### src/rtl/iq_demod_accum.sv
`timescale 1ns/1ps
`default_nettype none
// iq_demod_accum: windowed I/Q correlator driving a cos/sin lookup phase index.
// Rev 1.0 - initial release.
module iq_demod_accum #(
  parameter int SAMPLE_W   = 12,
  parameter int TRIG_W     = 48,
  parameter int ACC_W      = 48,
  parameter int PROD_SHIFT = 30,
  parameter int ANGLE_STEP = 10
) (
  input  logic                       clk,
  input  logic                       rst_n,
  input  logic                       start,
  input  logic [15:0]                win_len,
  input  logic [8:0]                 phase_init,
  input  logic                       sample_valid,
  input  logic signed [SAMPLE_W-1:0] sample,
  output logic [8:0]                 angle,
  input  logic signed [TRIG_W-1:0]   cos_in,
  input  logic signed [TRIG_W-1:0]   sin_in,
  output logic                       busy,
  output logic signed [ACC_W-1:0]    i_out,
  output logic signed [ACC_W-1:0]    q_out,
  output logic                       out_valid
);

  localparam int         PROD_W       = SAMPLE_W + TRIG_W;
  localparam logic [9:0] c_ANGLE_MOD  = 10'd400;
  localparam logic [9:0] c_ANGLE_STEP = 10'(ANGLE_STEP);

  typedef enum logic [1:0] {
    S_IDLE  = 2'd0,
    S_RUN   = 2'd1,
    S_DRAIN = 2'd2
  } state_t;

  state_t                     r_state;
  state_t                     w_state_nxt;
  logic [15:0]                r_win_len;
  logic [15:0]                r_cnt;
  logic signed [SAMPLE_W-1:0] r_s1;
  logic                       r_v1;
  logic                       r_last1;
  logic signed [PROD_W-1:0]   r_prod_c;
  logic signed [PROD_W-1:0]   r_prod_s;
  logic                       r_v2;
  logic                       r_last2;
  logic signed [ACC_W-1:0]    r_acc_i;
  logic signed [ACC_W-1:0]    r_acc_q;

  logic                       w_start_ok;
  logic                       w_accept;
  logic                       w_last_accept;
  logic                       w_final;
  logic [9:0]                 w_angle_sum;
  logic [8:0]                 w_angle_next;
  logic [8:0]                 w_phase_start;
  logic signed [ACC_W-1:0]    w_term_c;
  logic signed [ACC_W-1:0]    w_term_s;
  logic signed [ACC_W-1:0]    w_sum_i;
  logic signed [ACC_W-1:0]    w_sum_q;

  assign w_start_ok    = (r_state == S_IDLE) && start && (win_len != 16'd0);
  assign w_accept      = (r_state == S_RUN) && sample_valid;
  assign w_last_accept = w_accept && ((r_cnt + 16'd1) == r_win_len);
  assign w_final       = r_v2 && r_last2;

  // Phase index wraps modulo 400; the pre-edge value pairs with the accepted sample.
  assign w_angle_sum   = {1'b0, angle} + c_ANGLE_STEP;
  assign w_angle_next  = (w_angle_sum >= c_ANGLE_MOD) ? 9'(w_angle_sum - c_ANGLE_MOD)
                                                      : 9'(w_angle_sum);
  assign w_phase_start = (phase_init >= 9'd400) ? 9'd0 : phase_init;

  assign w_term_c = ACC_W'(r_prod_c >>> PROD_SHIFT);
  assign w_term_s = ACC_W'(r_prod_s >>> PROD_SHIFT);
  assign w_sum_i  = r_acc_i + w_term_c;
  assign w_sum_q  = r_acc_q + w_term_s;

  always_ff @(posedge clk or negedge rst_n) begin
    if (!rst_n) r_state <= S_IDLE;
    else        r_state <= w_state_nxt;
  end

  always_comb begin
    w_state_nxt = r_state;
    case (r_state)
      S_IDLE:  if (w_start_ok)    w_state_nxt = S_RUN;
      S_RUN:   if (w_last_accept) w_state_nxt = S_DRAIN;
      S_DRAIN: if (w_final)       w_state_nxt = S_IDLE;
      default:                    w_state_nxt = S_IDLE;
    endcase
  end

  always_ff @(posedge clk or negedge rst_n) begin
    if (!rst_n) begin
      r_win_len <= '0;
      r_cnt     <= '0;
      r_s1      <= '0;
      r_v1      <= 1'b0;
      r_last1   <= 1'b0;
      r_prod_c  <= '0;
      r_prod_s  <= '0;
      r_v2      <= 1'b0;
      r_last2   <= 1'b0;
      r_acc_i   <= '0;
      r_acc_q   <= '0;
      angle     <= '0;
      busy      <= 1'b0;
      i_out     <= '0;
      q_out     <= '0;
      out_valid <= 1'b0;
    end else begin
      out_valid <= 1'b0;

      // Stage 1: capture sample and step the phase index.
      r_v1    <= w_accept;
      r_last1 <= w_last_accept;
      if (w_accept) begin
        r_s1  <= sample;
        r_cnt <= r_cnt + 16'd1;
        angle <= w_angle_next;
      end

      // Stage 2: full-precision products against the registered lookup words.
      r_v2    <= r_v1;
      r_last2 <= r_last1;
      if (r_v1) begin
        r_prod_c <= PROD_W'(r_s1) * PROD_W'(cos_in);
        r_prod_s <= PROD_W'(r_s1) * PROD_W'(sin_in);
      end

      // Stage 3: accumulate; the final term lands directly in the outputs.
      if (r_v2) begin
        if (r_last2) begin
          i_out     <= w_sum_i;
          q_out     <= w_sum_q;
          out_valid <= 1'b1;
          busy      <= 1'b0;
        end else begin
          r_acc_i <= w_sum_i;
          r_acc_q <= w_sum_q;
        end
      end

      if (w_start_ok) begin
        r_win_len <= win_len;
        angle     <= w_phase_start;
        r_acc_i   <= '0;
        r_acc_q   <= '0;
        r_cnt     <= '0;
        busy      <= 1'b1;
      end
    end
  end

endmodule
`default_nettype wire
### config.mk
export PLATFORM = sky130hd
export DESIGN_NAME = iq_demod_accum
export DESIGN_NICKNAME = d
export VERILOG_FILES = /design/src/rtl/iq_demod_accum.sv
export SDC_FILE = /design/constraint.sdc
export NUM_CORES = 2
export LEC_CHECK = 0
export ABC_CLOCK_PERIOD_IN_PS = 6500
export BUFFER_PORTS_ARGS = -buffer_cell sky130_fd_sc_hd__buf_4
export CAP_MARGIN = 20
export CORE_MARGIN = 8
export CORE_UTILIZATION = 50
export CTS_BUF_LIST = sky130_fd_sc_hd__clkbuf_16
export CTS_CLUSTER_DIAMETER = 60
export DETAILED_ROUTE_END_ITERATION = 12
export MAX_ROUTING_LAYER = met4
export PLACE_DENSITY = 0.7
export SLEW_MARGIN = 15
export SYNTH_ARGS = -nofsm -noshare
export SYNTH_HDL_FRONTEND = slang
export SYNTH_SLANG_ARGS = --single-unit
### constraint.sdc
create_clock -name clk -period 6.5 [get_ports clk]
set_input_delay 0.325 -clock clk [delete_from_list [all_inputs] [get_ports clk]]
set_output_delay 0.325 -clock clk [all_outputs]
set_load 0.02 [all_outputs]
Yosys cells after proc, flatten, opt, wreduce, memory -nomap -nowiden
Cells that the tools add are included.
{ "op_classes": {"eq_ne": 7, "n_mux": 21, "multipliers": 2, "order_cmp": 2, "reduce_logical": 14, "add_sub_neg": 5} }
{ "ops": {"columns": ["cell", "n"], "rows": [
  ["$mux W48", 6],
  ["$mul A12 B48 Y60", 2],
  ["$add A48 B30 Y48", 2],
  ["$mux W9", 4],
  ["$mux W16", 2],
  ["$add A16 B1 Y16 const B", 1],
  ["$eq A16 B16 Y1", 1],
  ["$reduce_bool A16 Y1", 1],
  ["$add A9 B4 Y10 const B", 1],
  ["$ge A10 B9 Y1 const B", 1],
  ["$ge A9 B9 Y1 const B", 1],
  ["$sub A9 B9 Y9 const B", 1],
  ["$mux W2", 3],
  ["$ne A2 B2 Y1 const B", 3],
  ["$pmux W2 S3", 1],
  ["$reduce_and A2 Y1", 3],
  ["$reduce_bool A2 Y1", 3],
  ["$logic_and A1 B1 Y1", 5],
  ["$mux W1", 5],
  ["$reduce_and A3 Y1", 1],
  ["$eq A2 B1 Y1 const B", 1],
  ["$eq A2 B2 Y1 const B", 1],
  ["$logic_not A2 Y1", 1],
  ["$ne A2 B1 Y1 const B", 1]
]} }
{ "word_totals": {"reg_bits": 373, "input_bits": 137, "wordCells": 68} }

Depth between registers and ports, before layout
{ "logic_depth": {"depth_word": 5, "depth_mapped": 27} }

Worst setup path after synthesis
Ideal clock, no wire load.
{ "synth_timing": {"kind": "register to register", "startpoint": "register r_s1[6]", "endpoint": "register r_prod_s[36]", "slack_ps": 97, "setup_time_ps": 125, "t_arrival_ps": 6278, "n_path_buf": 3, "stages_incl_launch_ff": 25, "cell_sequence": "dfrtp_1 > clkbuf_1 > clkbuf_1 > clkbuf_1 > nand2_1 > fa_1 > inv_1 > fa_1 > fa_1 > fa_1 > inv_1 > fa_1 > inv_1 > ha_1 > o2111ai_1 > nor2_1 > o311a_1 > a211oi_1 > a211oi_1 > or3_1 > a221oi_1 > o21ai_1 > a21oi_1 > xnor2_1 > mux2_2"} }
{ "synth_between": {"elab_chain_len": 1} }
{ "synth_lines": {"columns": ["element", "line_no", "text"], "rows": [
  ["start, declared", "42", "logic signed [SAMPLE_W-1:0] r_s1;"],
  ["start signal, assigned", "120", "r_s1 <= sample;"],
  ["$mul A12 B48 Y60", "130", "r_prod_s <= PROD_W'(r_s1) * PROD_W'(sin_in);"],
  ["end signal, assigned", "130", null],
  ["end, declared", "46", "logic signed [PROD_W-1:0] r_prod_s;"]
]} }
No other way between the ends.
A chain may end at the register's enable or synchronous reset.

Final worst setup path
{ "layout_timing": {"startpoint": "register r_s1[7]", "endpoint": "register r_prod_s[35]"} }
The elaborated chain is that of the path after synthesis.

==> flow_metrics.env <==
export IMPL_tightestPinTransition_ps=1060
export IMPL_drv_cap=0
export IMPL_wl_per_cell_um=18.7
export IMPL_clock_fmax_mhz=156
export IMPL_place_congestion=0.930
export IMPL_dieArea_um2=118000
export IMPL_dr_pass1_iters=6
export IMPL_fp_dieH_um=343
export IMPL_area_growth_pct=13.4
export IMPL_cp_slowest_stage_delay_ps=570
export IMPL_cts_tree="built"
export IMPL_path_cells="buf_6 > clkbuf_16 > and2_1 > fa_1 > inv_1 > fa_1 > inv_1 > fa_2 > fa_1 > fa_1 > ha_4 > and4_1 > and3_1 > o2111a_1 > a211oi_2 > a211oi_2 > or3_4 > a221oi_2 > buf_4 > o21ai_1 > buf_4 > xor2_1 > mux2_2"
export IMPL_syn_area_um2=53600
export IMPL_synth_seq_area_share=0.146
export IMPL_most_common_layout_cells="nand2_1 (1193), inv_1 (1165), fa_1 (977)"
export IMPL_grt_max_degree=143
export IMPL_post_drt_via_cell_ratio=5.41
export IMPL_min_period_ps=6410
export IMPL_holdWs_ps=42.1
export IMPL_htree_levels=2
export IMPL_finClkSkew_ps=40.4
export IMPL_grt_pass1_wl_mm=232
export IMPL_synth_flop_cell="dfrtp_1"
export IMPL_slowest_stage="fa_1"
export IMPL_final_common_cell="nand2_1"
export IMPL_synth_top_cell_area_share=0.372
export IMPL_grt_total_usage=0.248
export IMPL_nNetsFinal=7772
export IMPL_synth_distinct_cells=74
export IMPL_synth_seq_cells=313
export IMPL_dp_hpwl_mm=110
export IMPL_r2r_slack_ps=90
export IMPL_maxSlewViolCount=0
export IMPL_hold_viol=0
export IMPL_num_fill_cells=9480
export IMPL_rsz0062_at_grt="true"
export IMPL_async_reset_ff_frac=1.00
export IMPL_cts_root_buffer="clkbuf_16"
export IMPL_cts_buffer_depth=3
export IMPL_antenna_found_initial=12
export IMPL_synth_fp_nets=7563
export IMPL_maxSlewHeadroom=0.296
export IMPL_synth_cells=6094
export IMPL_initial_utilization=0.502
export IMPL_critPathBufInv=6
export IMPL_clock_sinks=313
export IMPL_numCtsBuffers=40
export IMPL_io_pin_count=244
export IMPL_min_path_type="in2reg"
export IMPL_dp_cells=7586
export IMPL_io_buffers=243
export IMPL_final_period_utilization=0.986
export IMPL_fp_row_count=120
export IMPL_synth_warnings=0
export IMPL_core_area_um2=107000
export IMPL_antenna_left=0
export IMPL_grt_ovfl_total=0
export IMPL_die_w_um=343
export IMPL_clk_pin_slew_ps=60
export IMPL_arrival_ps=6840
export IMPL_synth_area_top_cells="fa_1 (37%), dfrtp_1 (15%), nand2_1 (8.4%), inv_1 (8.2%), ha_1 (7.9%)"
export IMPL_clk_latency_ps=590
export IMPL_syn_area_per_cell_um2=8.79
export IMPL_drtIter0Drc=2870
export IMPL_vias=41900
export IMPL_drive_gt1_frac=0.120
export IMPL_critPathRequiredTime_ps=6930
export IMPL_setup_violations_final=0
export IMPL_critPathCaptureType="flop"
export IMPL_route_detailed_drc=0
export IMPL_cp_max_fo=7
export IMPL_critPathLaunchType="flop"
export IMPL_crit_path_frequent_cell="fa_1"
export IMPL_final_cells=7749
export IMPL_finalWirelength_mm=145
export IMPL_critPathKind="reg2reg"
export IMPL_synth_top_area_cell="fa_1"
export IMPL_synth_edf_count=0
export IMPL_crit_family="adder cells"
export IMPL_status="complete, no violations"
export IMPL_grt_pass1_vias=44700
worst reg2reg max path: stages, from the launching register on:
cell,delay [ps]
dfrtp_4,500
buf_6,160
clkbuf_16,160
and2_1,160
fa_1,510
inv_1,60
fa_1,550
inv_1,60
fa_2,520
fa_1,430
fa_1,570
ha_4,230
and4_1,190
and3_1,180
o2111a_1,140
a211oi_2,270
a211oi_2,120
or3_4,420
a221oi_2,240
buf_4,170
o21ai_1,90
buf_4,150
xor2_1,130
mux2_2,270
metal layers:
layer  wire, um  track usage  part of all wire  vias to the layer above
met2      68900        0.396              0.48                     1434
met4       3440       0.0565             0.024                        0
li1           -            -                 -                    19100
met1      61300        0.336              0.42                    21200
met3      11100       0.0408             0.077                      220
met5          0            -                 0                        -
area by class of cell:
| class | instances | area (um2) | share of cell area |
|---|---|---|---|
| multi-input cells | 4285 | 40600 | 0.669 |
| clock buffers | 40 | 1000 | 0.0165 |
| well taps | 1403 | 1760 | 0.0289 |
| inverters | 1168 | 4390 | 0.0722 |
| flip-flops and latches | 313 | 7870 | 0.130 |
| repair buffers | 495 | 4720 | 0.0778 |
| diodes | 12 | 30.0 | 0.000494 |
| clock inverters | 33 | 353 | 0.00581 |
path summary, 6_finish.rpt:
| path | from | to | cells past startpoint |
|---|---|---|---|
| max | r_s1[7]$_DFFE_PN0P_ | r_prod_s[35]$_DFFE_PN0P_ | 23 |
| min | phase_init[5] | angle[5]$_DFFE_PN0P_ | 3 |
| max reg2reg | r_s1[7]$_DFFE_PN0P_ | r_prod_s[35]$_DFFE_PN0P_ | 23 |
| min reg2reg | r_last1$_DFF_PN0_ | r_last2$_DFF_PN0_ | 0 |
| max in group asynchronous | rst_n | r_s1[1]$_DFFE_PN0P_ | 3 |
| min in group asynchronous | rst_n | angle[8]$_DFFE_PN0P_ | 2 |
state kept, by name, summed over array words and instances, names as in the netlist, 16 cells and up:
signal / flops
r_acc_i: 48
r_cnt: 16
r_prod_s: 30
r_win_len: 16
q_out: 48
i_out: 48
r_prod_c: 30
r_acc_q: 48
Yosys cell counts (25+ instances only):
master       n
dfrtp_1    313
fa_1       994
nand2b_1    31
nand2_1   1194
xor2_1      62
o21ai_0    162
a21oi_1    267
nand4_1     37
and3_1      39
mux2_2     112
nor3_1      25
xnor2_1    130
ha_1       338
nand3_1     53
a211oi_1    29
and2_1     252
inv_1     1166
clkbuf_1   304
o21bai_1    26
nor2_1     200
a21o_1     104
what timing repair did:
action,CTS,global route
pin swaps,1,58
gates resized for setup,4,115
hold buffers,33,0
cloned,0,18
setup buffers,1,25
endpoints found under the setup margin,9,29
endpoints found under the hold margin,122,0
cells by family (layout without fill, tap and decap cells):
family	Yosys count	after routing	synth area share
AND/OR/NAND/NOR	1894	1894	0.155
buffers and inverters	1496	1736	0.105
adder cells (fa/ha/maj)	1332	1332	0.450
AO/OA/AOI/OAI	750	750	0.0872
flip-flops	313	313	0.146
XOR/XNOR	193	193	0.0318
multiplexers	116	116	0.0243
other	0	12	0
stage by stage:
step / setup slack (ps) / util / setup TNS, ps / cell area, um2
final: 92.2 / 0.570 / 0 / 60700
after global routing: -88.5 / 0.570 / -513 / 60700
after CTS: 14.0 / 0.558 / 0 / 59400
after detailed placement: -99.4 / 0.541 / -457 / 57700
after global placement: 40.3 / 0.541 / 0 / 57700
after floorplan: 97.0 / - / 0 / 53600
Power is left out: the tool's default activity adds up to more than one toggle a clock period on the data nets, which glitch-free logic cannot reach.
